==> config.mk <==
export PLATFORM = sky130hd
export DESIGN_NAME = store_queue
export DESIGN_NICKNAME = d
export VERILOG_FILES = /design/src/rtl/store_queue.sv
export SDC_FILE = /design/constraint.sdc
export NUM_CORES = 1
export LEC_CHECK = 0
export CORE_UTILIZATION = 59
export DETAILED_ROUTE_END_ITERATION = 10
export PLACE_DENSITY = 0.89
export SETUP_SLACK_MARGIN = 0.02
export SLEW_MARGIN = 40
export SYNTH_ARGS = -nofsm -noshare
export SYNTH_HDL_FRONTEND = slang
export SYNTH_SLANG_ARGS = --single-unit
==> constraint.sdc <==
create_clock -name i_clk -period 8.4 [get_ports i_clk]
set_input_delay 1.68 -clock i_clk [delete_from_list [all_inputs] [get_ports i_clk]]
set_output_delay 1.68 -clock i_clk [all_outputs]
set_load 0.005 [all_outputs]
==> src/rtl/store_queue.sv <==
// Store unit with a DEPTH-entry FIFO store buffer. It formats each store into
// lane-aligned data and byte enables, then drains the queue to memory over a req/ready handshake.
package store_queue_pkg;
    localparam logic [2:0] STR_NOP = 3'd0;
    localparam logic [2:0] SB      = 3'd1;
    localparam logic [2:0] SH      = 3'd2;
    localparam logic [2:0] SW      = 3'd3;

    typedef struct packed {
        logic [31:0] addr;
        logic [31:0] data;
        logic [3:0]  be;
    } sq_entry_t;
endpackage

module store_queue
    import store_queue_pkg::*;
#(
    parameter int unsigned DEPTH         = 4,
    parameter bit          MISALIGN_TRAP = 1'b1
) (
    input  logic                       i_clk,
    input  logic                       i_rst,
    input  logic [31:0]                rs1_val,
    input  logic [31:0]                rs2_val,
    input  logic [31:0]                imm,
    input  logic [2:0]                 store_control,
    output logic                       stall_pc,
    output logic                       ignore_curr_inst,
    output logic                       misalign_exc,
    output logic                       mem_req,
    input  logic                       mem_ready,
    output logic                       mem_rw_mode,
    output logic [31:0]                mem_addr,
    output logic [31:0]                mem_write_data,
    output logic [3:0]                 mem_byte_en,
    output logic [$clog2(DEPTH+1)-1:0] buf_count,
    output logic                       buf_empty
);
    localparam int unsigned PTR_W = (DEPTH > 1) ? $clog2(DEPTH) : 1;
    localparam int unsigned CNT_W = $clog2(DEPTH + 1);

    logic [31:0]      ea;
    logic [1:0]       off;
    logic             is_sb, is_sh, is_sw, is_store;
    logic             misaligned, reject, full, enq, deq;
    sq_entry_t        new_entry, head;
    sq_entry_t        entries [DEPTH];
    logic [PTR_W-1:0] wr_ptr, rd_ptr;
    logic [CNT_W-1:0] count;

    assign ea       = rs1_val + imm;
    assign off      = ea[1:0];
    assign is_sb    = (store_control == SB);
    assign is_sh    = (store_control == SH);
    assign is_sw    = (store_control == SW);
    assign is_store = is_sb | is_sh | is_sw;

    assign misaligned = (is_sh && off[0]) || (is_sw && (off != 2'b00));
    assign reject     = MISALIGN_TRAP && misaligned;
    assign full       = (count == CNT_W'(DEPTH));

    // A dequeue on this edge does not free a slot for the store presented now.
    assign stall_pc = is_store && !reject && full;
    assign enq      = is_store && !reject && !full;
    assign deq      = mem_req && mem_ready;

    // Lane formatting; SH uses only off[1] and SW ignores off, which aligns them when not trapping.
    always_comb begin
        new_entry      = '0;
        new_entry.addr = {ea[31:2], 2'b00};
        if (is_sb) begin
            new_entry.be   = 4'b0001 << off;
            new_entry.data = 32'(rs2_val[7:0]) << {off, 3'b000};
        end else if (is_sh) begin
            if (off[1]) begin
                new_entry.be   = 4'b1100;
                new_entry.data = {rs2_val[15:0], 16'h0000};
            end else begin
                new_entry.be   = 4'b0011;
                new_entry.data = {16'h0000, rs2_val[15:0]};
            end
        end else if (is_sw) begin
            new_entry.be   = 4'b1111;
            new_entry.data = rs2_val;
        end
    end

    assign head           = entries[rd_ptr];
    assign mem_req        = (count != '0);
    assign mem_rw_mode    = ~mem_req;
    assign mem_addr       = mem_req ? head.addr : '0;
    assign mem_write_data = mem_req ? head.data : '0;
    assign mem_byte_en    = mem_req ? head.be   : '0;
    assign buf_count      = count;
    assign buf_empty      = ~mem_req;

    always_ff @(posedge i_clk or negedge i_rst) begin
        if (!i_rst) begin
            wr_ptr           <= '0;
            rd_ptr           <= '0;
            count            <= '0;
            ignore_curr_inst <= 1'b0;
            misalign_exc     <= 1'b0;
        end else begin
            if (enq) wr_ptr <= wr_ptr + PTR_W'(1);
            if (deq) rd_ptr <= rd_ptr + PTR_W'(1);
            count            <= count + CNT_W'(enq) - CNT_W'(deq);
            ignore_curr_inst <= stall_pc;
            misalign_exc     <= is_store && reject;
        end
    end

    // Payload storage needs no reset: validity is carried by count.
    always_ff @(posedge i_clk) begin
        if (enq) entries[wr_ptr] <= new_entry;
    end
endmodule

Yosys cells after proc, flatten, opt, wreduce, memory -nomap -nowiden
Memory sizes are Yosys's and may differ from the RTL's.
Index checks and enable logic that the tools add are counted.
{ "word_totals": {"regBits": 9, "ram_bits": 264, "in_bits": 102, "output_inout_bits": 77, "mem_count": 1} }
{ "op_classes": {"add_sub_neg": 5, "n_eq_ne": 4, "shift": 2, "mux": 9, "n_bitwise": 3, "n_reduce_logical": 12} }
{ "memory_table": {"columns": ["memory", "words", "word_bits", "read_ports", "rd_clocked_by_memory_dff", "write_ports", "line", "text"], "rows": [
  ["entries", 4, 66, 1, 0, 1, "48", "sq_entry_t entries [DEPTH];"]
]} }
{ "op_table": {"columns": ["operator", "n"], "rows": [
  ["$mux W36", 4],
  ["$mux W32", 2],
  ["$add A32 B32 Y32", 1],
  ["$shl A8 B5 Y32", 1],
  ["$logic_and A1 B1 Y1", 7],
  ["$eq A3 B2 Y1 const B", 2],
  ["$add A2 B1 Y2 const B", 2],
  ["$mux W4", 1],
  ["$shl A1 B2 Y4 const A", 1],
  ["$add A3 B1 Y3", 1],
  ["$eq A3 B1 Y1 const B", 1],
  ["$eq A3 B3 Y1 const B", 1],
  ["$reduce_bool A3 Y1", 1],
  ["$sub A3 B1 Y3", 1],
  ["$logic_not A1 Y1", 2],
  ["$mux W1", 2],
  ["$or A1 B1 Y1", 2],
  ["$reduce_bool A2 Y1", 1],
  ["$logic_or A1 B1 Y1", 1],
  ["$not A1 Y1", 1]
]} }

Longest topological paths before layout
Gate-level depths: netlist of run 1.
{ "depth": {"ltp_word": 9, "depth_mapped": 12, "depth_no_buf": 11} }

Least setup slack after synthesis of run 1
OpenSTA, ideal clock, no wires.
{ "synth_path": {"kind": "input-to-reg", "from": "input port rs1_val[0]", "to": "memory entries[0][0] (netlist name), enable pin", "setup_time_ns": 0.431, "t_arrival_ns": 4.798, "t_required_ns": 7.969, "slack_ns": 3.171, "stages": 7, "n_path_buf": 1, "path_cell_list": "ha_1 -> fa_1 -> clkbuf_1 -> a21oi_1 -> mux2i_1 -> nor3b_2 -> and2_1"} }
{ "synth_between": {"elab_chain_len": 9, "word_cells_on_any_way": 10, "classes_between": "1 x add/sub; 2 x mux; 7 x reduce/logical"} }
{ "synth_rtl": {"columns": ["item", "line", "text"], "rows": [
  ["start, declared", "24", "input logic [31:0] rs1_val,"],
  ["$add A32 B32 Y32 (*)", "52", "assign ea = rs1_val + imm;"],
  ["$reduce_bool A2 Y1", "59", "assign misaligned = (is_sh && off[0]) || (is_sw && (off != 2'b00));"],
  ["$logic_and A1 B1 Y1", "59", null],
  ["$logic_or A1 B1 Y1 (*)", "59", null],
  ["$logic_not A1 Y1 (*)", "65", "assign enq = is_store && !reject && !full;"],
  ["$logic_and A1 B1 Y1 (*) (2 in series)", "65", null],
  ["$mux W1 (*)", "116", "if (enq) entries[wr_ptr] <= new_entry;"],
  ["$mux W1 (implied by the code) (*)", "116", null],
  ["end, declared", "48", null]
]} }
Mark *: on every way between the ends. The rest lies on a longest branch, timed or not.

Worst setup path after layout of run 1
{ "layout_path": {"from": "input port rs1_val[0]", "to": "output port stall_pc"} }
{ "layout_between": {"elab_chain_len": 7, "word_cells_on_any_way": 8, "classes_between": "1 x add/sub; 7 x reduce/logical"} }
{ "layout_rtl": {"columns": ["item", "line", "text"], "rows": [
  ["$add A32 B32 Y32 (*)", "52", null],
  ["$reduce_bool A2 Y1", "59", null],
  ["$logic_and A1 B1 Y1", "59", null],
  ["$logic_or A1 B1 Y1 (*)", "59", null],
  ["$logic_not A1 Y1 (*)", "64", "assign stall_pc = is_store && !reject && full;"],
  ["$logic_and A1 B1 Y1 (*) (2 in series)", "64", null],
  ["end, declared", "28", "output logic stall_pc,"]
]} }
Marked as above.

==> results of run 1 <==
## cells in the final DEF (no fill, tap or decap), types with 7 or more instances in the layout
cell type,instances
nand4_1,7
dfrtp_1,7
nand2_1,35
o21ai_1,10
xor2_1,9
o211ai_1,7
xnor2_1,21
nor3_1,11
ha_1,36
edfxtp_1,264
a21o_1,7
mux4_2,66
and2_1,77
o21ai_0,11
a22o_1,16
nand3_1,11
inv_1,18
nor2_1,19
a222oi_1,7
clkdlybuf4s50_1,176
a21oi_1,42
clkbuf_16,25
## cell families (layout without fill, tap and decap cells)
family	count (synthesis)	after routing	share of synthesized area (%)
adders and majority gates	38	38	3.830
xor gates and xnor gates	30	30	2.052
buffers and inverters	63	245	2.052
other	1	2	0.02929
AOI/OAI and AO/OA	145	145	7.983
DFF	273	273	63.67
muxes	68	68	11.76
and+or+nand+nor	198	198	8.618
## report_power, final
| part | leakage (nW) | total [mW] | internal, mW | switching (mW) |
|---|---|---|---|---|
| logic | 2.43 | 1.69 | 0.959 | 0.726 |
| registers | 2.53 | 1.79 | 1.69 | 0.105 |
| clock network | 0.430 | 1.21 | 0.730 | 0.479 |
| total | 5.39 | 4.69 | 3.38 | 1.31 |
## cell usage after synthesis, types with 3 or more instances
| master | instances | area share, % |
|---|---|---|
| nor3_1 | 12 | 0.47 |
| buf_4 | 3 | 0.18 |
| nand2b_1 | 3 | 0.15 |
| a211oi_1 | 6 | 0.35 |
| o211ai_1 | 7 | 0.41 |
| nor2b_1 | 4 | 0.20 |
| dfrtp_1 | 9 | 1.8 |
| nor4_1 | 4 | 0.20 |
| nand4_1 | 7 | 0.34 |
| nand3_1 | 11 | 0.43 |
| buf_1 | 5 | 0.15 |
| xor2_1 | 9 | 0.62 |
| o21ai_1 | 10 | 0.39 |
| ha_1 | 36 | 3.5 |
| nand2_1 | 35 | 1.0 |
| and3_1 | 5 | 0.24 |
| o21bai_1 | 3 | 0.18 |
| nor2_1 | 20 | 0.59 |
| clkbuf_1 | 30 | 0.88 |
| and4_1 | 4 | 0.27 |
| and2_1 | 81 | 4.0 |
| a211o_1 | 3 | 0.21 |
| buf_2 | 6 | 0.23 |
| a222oi_1 | 7 | 0.55 |
| o21a_1 | 3 | 0.18 |
| edfxtp_1 | 264 | 62 |
| o21ai_0 | 11 | 0.43 |
| a22o_1 | 16 | 1.1 |
| xnor2_1 | 21 | 1.4 |
| a311oi_1 | 3 | 0.21 |
| a21o_1 | 7 | 0.41 |
| a21oi_1 | 43 | 1.7 |
| inv_1 | 18 | 0.53 |
| mux4_2 | 66 | 12 |
| a31oi_1 | 4 | 0.20 |
## worst min-delay path by stage
stage                 start           end  slack (ps)  cells past startpoint
3_3_place_gp   buf_count[0]  buf_count[0]         550                      1
2_1_floorplan  buf_count[0]  buf_count[0]         540                      1
5_1_grt        buf_count[0]  buf_count[0]         610                      1
4_1_cts        buf_count[0]  buf_count[0]         580                      1
6_report       buf_count[0]  buf_count[0]         580                      1
3_5_place_dp   buf_count[0]  buf_count[0]         570                      1
## area by class of cell
cell class                 count  area share (%)
sequential                   273           52.00
multi-input combinational    481           28.15
timing repair buffer         183           11.59
clock buffer                  25           3.988
tap                          275           2.193
clock inverter                19           1.643
inverter                      18          0.4307
## worst reg2reg max path, delay by kind of cell (launching register included)
family	cells	cell delay (ps)
simple gates	4	1470
flops	1	450
buf+inv	1	610
## registers in the layout, summed over array words and instances (netlist names)
register	cells
buf_count	3
misalign_exc	1
entries	264
ignore_curr_inst	1
wr_ptr	2
rd_ptr	2
## routing by layer
metal | GRT usage [%] | vias to the layer above | wire length (um)
li1 | - | 3562 | -
met4 | 8.673 | 0 | 716
met2 | 48.12 | 548 | 15380
met3 | 3.425 | 51 | 2977
met1 | 37.85 | 4071 | 11310
met5 | 0 | - | 0
## through the flow
| stage | utilization (%) | area, um^2 |
|---|---|---|
| after detailed placement | 69.97 | 14800 |
| after global routing | 74.16 | 15690 |
| after floorplan | - | 12810 |
| after global placement | 69.88 | 14780 |
| after CTS | 74.14 | 15680 |
| final | 74.16 | 15690 |
==> flow_metrics.tcl, run 1 <==
set metrics [dict create \
    status "completed" \
    worst-path-buf-inv 2 \
    grt_use_total_pct 28.10 \
    clk_path_buf_depth 3 \
    power_mw 4.689 \
    synthDistinctLibCells 64 \
    rsz0062_at_grt "no" \
    max_freq_mhz 168.7 \
    vias_per_cell 6.462 \
    dp_hpwl_um 19090 \
    async_reset_ff_share_pct 3.297 \
    grt_pass1_wl_um 46170 \
    die_h_um 149.3 \
    critPathLaunchType "primary input" \
    worst-path-stages 7 \
    fin_nets 1121 \
    setup_slack_ps 2473 \
    worstMarginPinSlew_ps 823.5 \
    die_area_um2 22300 \
    diodes 0 \
    grt_overflow 0 \
    coreArea_um2 21150 \
    seq_area_um2 8158 \
    drtIter0Drc 776 \
    clock_sinks 273 \
    period_minus_slack_ps 5927 \
    portBuffers 176 \
    drc 0 \
    cts_max_level 1 \
    r2r_setup_slack_ps 5460 \
    reg2reg_depth 5 \
    grt_pass1_vias 8130 \
    synth_warnings 0 \
    cts.clk_slew.worst_paths_ps 70 \
    drive_gt1_share_pct 13.41 \
    critPathCapture "stall_pc" \
    via_count 8232 \
    syn-cell-area_um2 12800 \
    max_stage_delay_ps 600 \
    cts_made_buffers 24 \
    tns_ps 0 \
    critPathKind "primary input to output pin" \
    cts_tree "built" \
    wl_um 30380 \
    finClkSkew_ps 17.51 \
    vdd_drop_max_mv 0.1622 \
    die_w_um 149.3 \
    drt_first_pass_iters 7 \
    syn_area_per_cell_um2 15.69 \
    cp_top_family "buffers and inverters" \
    cts_root_buf "clkbuf_16" \
    ys_seq_elements 273 \
    r2r_end "entries[1][15]" \
    period_share_pct 70.56 \
    post-place-ws_ps 2524 \
    ios 179 \
    clk_latency_ps 520 \
    required_ps 6720 \
    power_density_nw_per_um2 298.9 \
    relSlewSlack_pct 44.90 \
    hold_slack_ps 579.4 \
    p_leak_nw 5.390 \
    ant_nets 0 \
    fillers 1206 \
    critPathArrivalTime_ps 4250 \
    multi_input_area_um2 4417 \
    path_max_fanout 8 \
    critPathSlowestCell "fa_1" \
    drv_slew 0 \
    final_cells 1274 \
    wl_per_cell_um 23.85 \
    synth_cells 816 \
    area_growth_pct 22.51 \
    setup_viol 0 \
    end_kind "output pin" \
    postCtsHoldBufs 0 \
    num_rows 53 \
    dp_cells 1230 \
    crit_path_frequent_cell "clkdlybuf4s50_1" \
    post-cts-setup-buffers 0 \
    place.gp.congestion 0.9232 \
    ys.flop_type "edfxtp_1" \
    antenna_found_initial 0 \
    r2r-start "buf_count[1]" \
    path_cells "clkdlybuf4s50_1 > ha_1 > fa_1 > a21oi_1 > mux2i_1 > nor3_1 > clkdlybuf4s50_1" \
    start_util_pct 60.53 \
    grt_max_degree 71 \
    synth-edff-count 264 \
    hold_viol 0 \
    cap_violations 0 \
    ys_seq_area_share_pct 63.67 \
    cts-resized-gates 0 \
    hold_path.class "flip-flop to flip-flop" \
    startpoint "rs1_val[0]" \
]
(Power assumes the default switching activity.)
==> run 2: changes to the inputs <==
Settings changed: CORE_UTILIZATION 59 to 50, PLACE_DENSITY 0.89 to 0.81.
Clock period 8.4 ns to 5.3 ns, I/O delays scaled along.
==> run 2 against run 1 <==
Against the previous run:
- critical path depth unchanged
- power up 54%
- clock skew down 7.0 ps
- sequential share of layout area down 0.19 points
- setup slack worse by 1900 ps
- count of clock-buffer cells in the layout up 4
- routed wire length down 5.9%
- critical path type unchanged
- largest cell class unchanged
==> flow_metrics.tcl, run 2 (synthesis gave the netlist of run 1 again) <==
set metrics [dict create \
    status "completed" \
    cts_made_buffers 25 \
    p_int_mw 5.223 \
    grt_overflow 0 \
    die_h_um 162.0 \
    critPathLaunchType "primary input" \
    cts.clk_slew.worst_paths_ps 60 \
    start_util_pct 50.85 \
    critPathKind "primary input to output pin" \
    portBuffers 176 \
    period_share_pct 89.16 \
    vias_per_cell 5.976 \
    layout_common_cells "edfxtp_1, clkdlybuf4s50_1, and2_1" \
    clockPowerShare_pct 24.2 \
    cts_root_buf "clkbuf_16" \
    vdd_drop_max_mv 0.2609 \
    hold_path.class "flip-flop to flip-flop" \
    rsz0062_at_grt "no" \
    required_ps 4240 \
    tns_ps 0 \
    grt_max_degree 54 \
    largest_reg_flops 264 \
    die_w_um 162.0 \
    end_kind "output pin" \
    num_rows 58 \
    power.switching_mw 2.020 \
    grt_pass1_wl_um 44280 \
    power_mw 7.243 \
    max_freq_mhz 211.6 \
    setup_viol 0 \
    p_sw_share_pct 27.89 \
    path_max_fanout 8 \
    max_stage_delay_ps 600 \
    critPathSlowestCell "fa_1" \
    postCtsHoldBufs 0 \
    clock_sinks 273 \
    period_minus_slack_ps 4726 \
    place.gp.congestion 0.9000 \
    p_leak_nw 5.387 \
    coreArea_um2 25180 \
    fin_nets 1132 \
    grt_use_total_pct 22.22 \
    dp_hpwl_um 19340 \
    wl_per_cell_um 21.37 \
    grt_pass1_vias 7867 \
    worstMarginPinSlew_ps 790.4 \
    die_area_um2 26250 \
    drive_gt1_share_pct 13.39 \
    worst-path-buf-inv 2 \
    wl_um 28600 \
    finClkSkew_ps 10.52 \
    cp_top_family "buffers and inverters" \
    pwr-share-seq_pct 39.3 \
    cts_tree "built" \
    drt_first_pass_iters 5 \
    max_flop_register "entries" \
    drc 0 \
    final_common_cell "edfxtp_1" \
    ios 179 \
    relSlewSlack_pct 47.11 \
    diodes 0 \
    via_count 7996 \
    antenna_found_initial 0 \
    crit_path_frequent_cell "clkdlybuf4s50_1" \
    cts_max_level 1 \
    power_density_nw_per_um2 460.0 \
    area_growth_pct 22.97 \
    drv_slew 0 \
    clk_path_buf_depth 3 \
    cap_violations 0 \
    cts-resized-gates 0 \
    ant_nets 0 \
    clk_latency_ps 520 \
    fillers 1795 \
    post-cts-setup-buffers 0 \
    critPathArrivalTime_ps 3670 \
    p_comb_share_pct 36.5 \
    hold_viol 0 \
    path_cells "clkdlybuf4s50_1 > ha_1 > fa_1 > a21oi_1 > mux2i_1 > nor3_1 > clkdlybuf4s50_1" \
    drtIter0Drc 665 \
]
## run 2: worst reg2reg max path, stage by stage, from the launching register on
cell and delay (ps):
dfrtp_1 450, or3_2 660, nand2_1 210, xnor2_1 140, ha_1 160, inv_1 40
fa_1 370, xnor2_1 180, xnor2_1 130
## run 2: final cells by class
| class | count | area, um^2 | area share (%) |
|---|---|---|---|
| repair buffers | 193 | 1914 | 12.16 |
| clock buffers | 29 | 640.6 | 4.068 |
| clock inverters | 14 | 153.9 | 0.9774 |
| inverters | 18 | 67.56 | 0.4291 |
| well taps | 330 | 412.9 | 2.622 |
| multi-input cells | 481 | 4399 | 27.94 |
| flip-flops and latches | 273 | 8158 | 51.81 |
## run 2: final timing paths
path,slack (ps),to,depth (start not counted),start
max,570,stall_pc,7,rs1_val[0]
min,570,buf_count[0],1,buf_count[0]
max reg2reg,2880,buf_count[2],8,buf_count[1]
min reg2reg,570,buf_count[0],1,buf_count[0]
max in group asynchronous,4100,rd_ptr[0],1,i_rst
min in group asynchronous,850,misalign_exc,1,i_rst
## run 2: metrics by stage
step,setup slack (ps),util (%),hold slack (ps),cells,area [um^2]
finish,574.4,62.53,572.5,1338,15750
floorplan,691.0,-,538.3,817,12810
CTS,561.6,62.53,593.8,1338,15750
detailed placement,568.2,59.38,568.5,1295,14950
global placement,661.0,59.38,581.0,1295,14950
global route,383.8,62.53,610.9,1338,15750
## run 2: layer usage
| layer | up-vias | global-route usage (%) | routed length (um) |
|---|---|---|---|
| met5 | - | 0 | 0 |
| met4 | 0 | 4.931 | 483 |
| met3 | 38 | 2.886 | 2332 |
| met2 | 391 | 37.71 | 14180 |
| met1 | 3982 | 30.79 | 11600 |
| li1 | 3585 | - | - |
## run 2: power groups by stage
| stage | Sequential [mW] | Clock [mW] | Combinational, mW |
|---|---|---|---|
| 2_1_floorplan | 2.78 | 0 | 1.50 |
| 3_3_place_gp | 2.88 | 0 | 2.64 |
| 3_5_place_dp | 2.90 | 0 | 2.67 |
| 4_1_cts | 2.85 | 1.78 | 2.69 |
| 5_1_grt | 2.88 | 1.87 | 2.86 |
| 6_report | 2.85 | 1.75 | 2.64 |
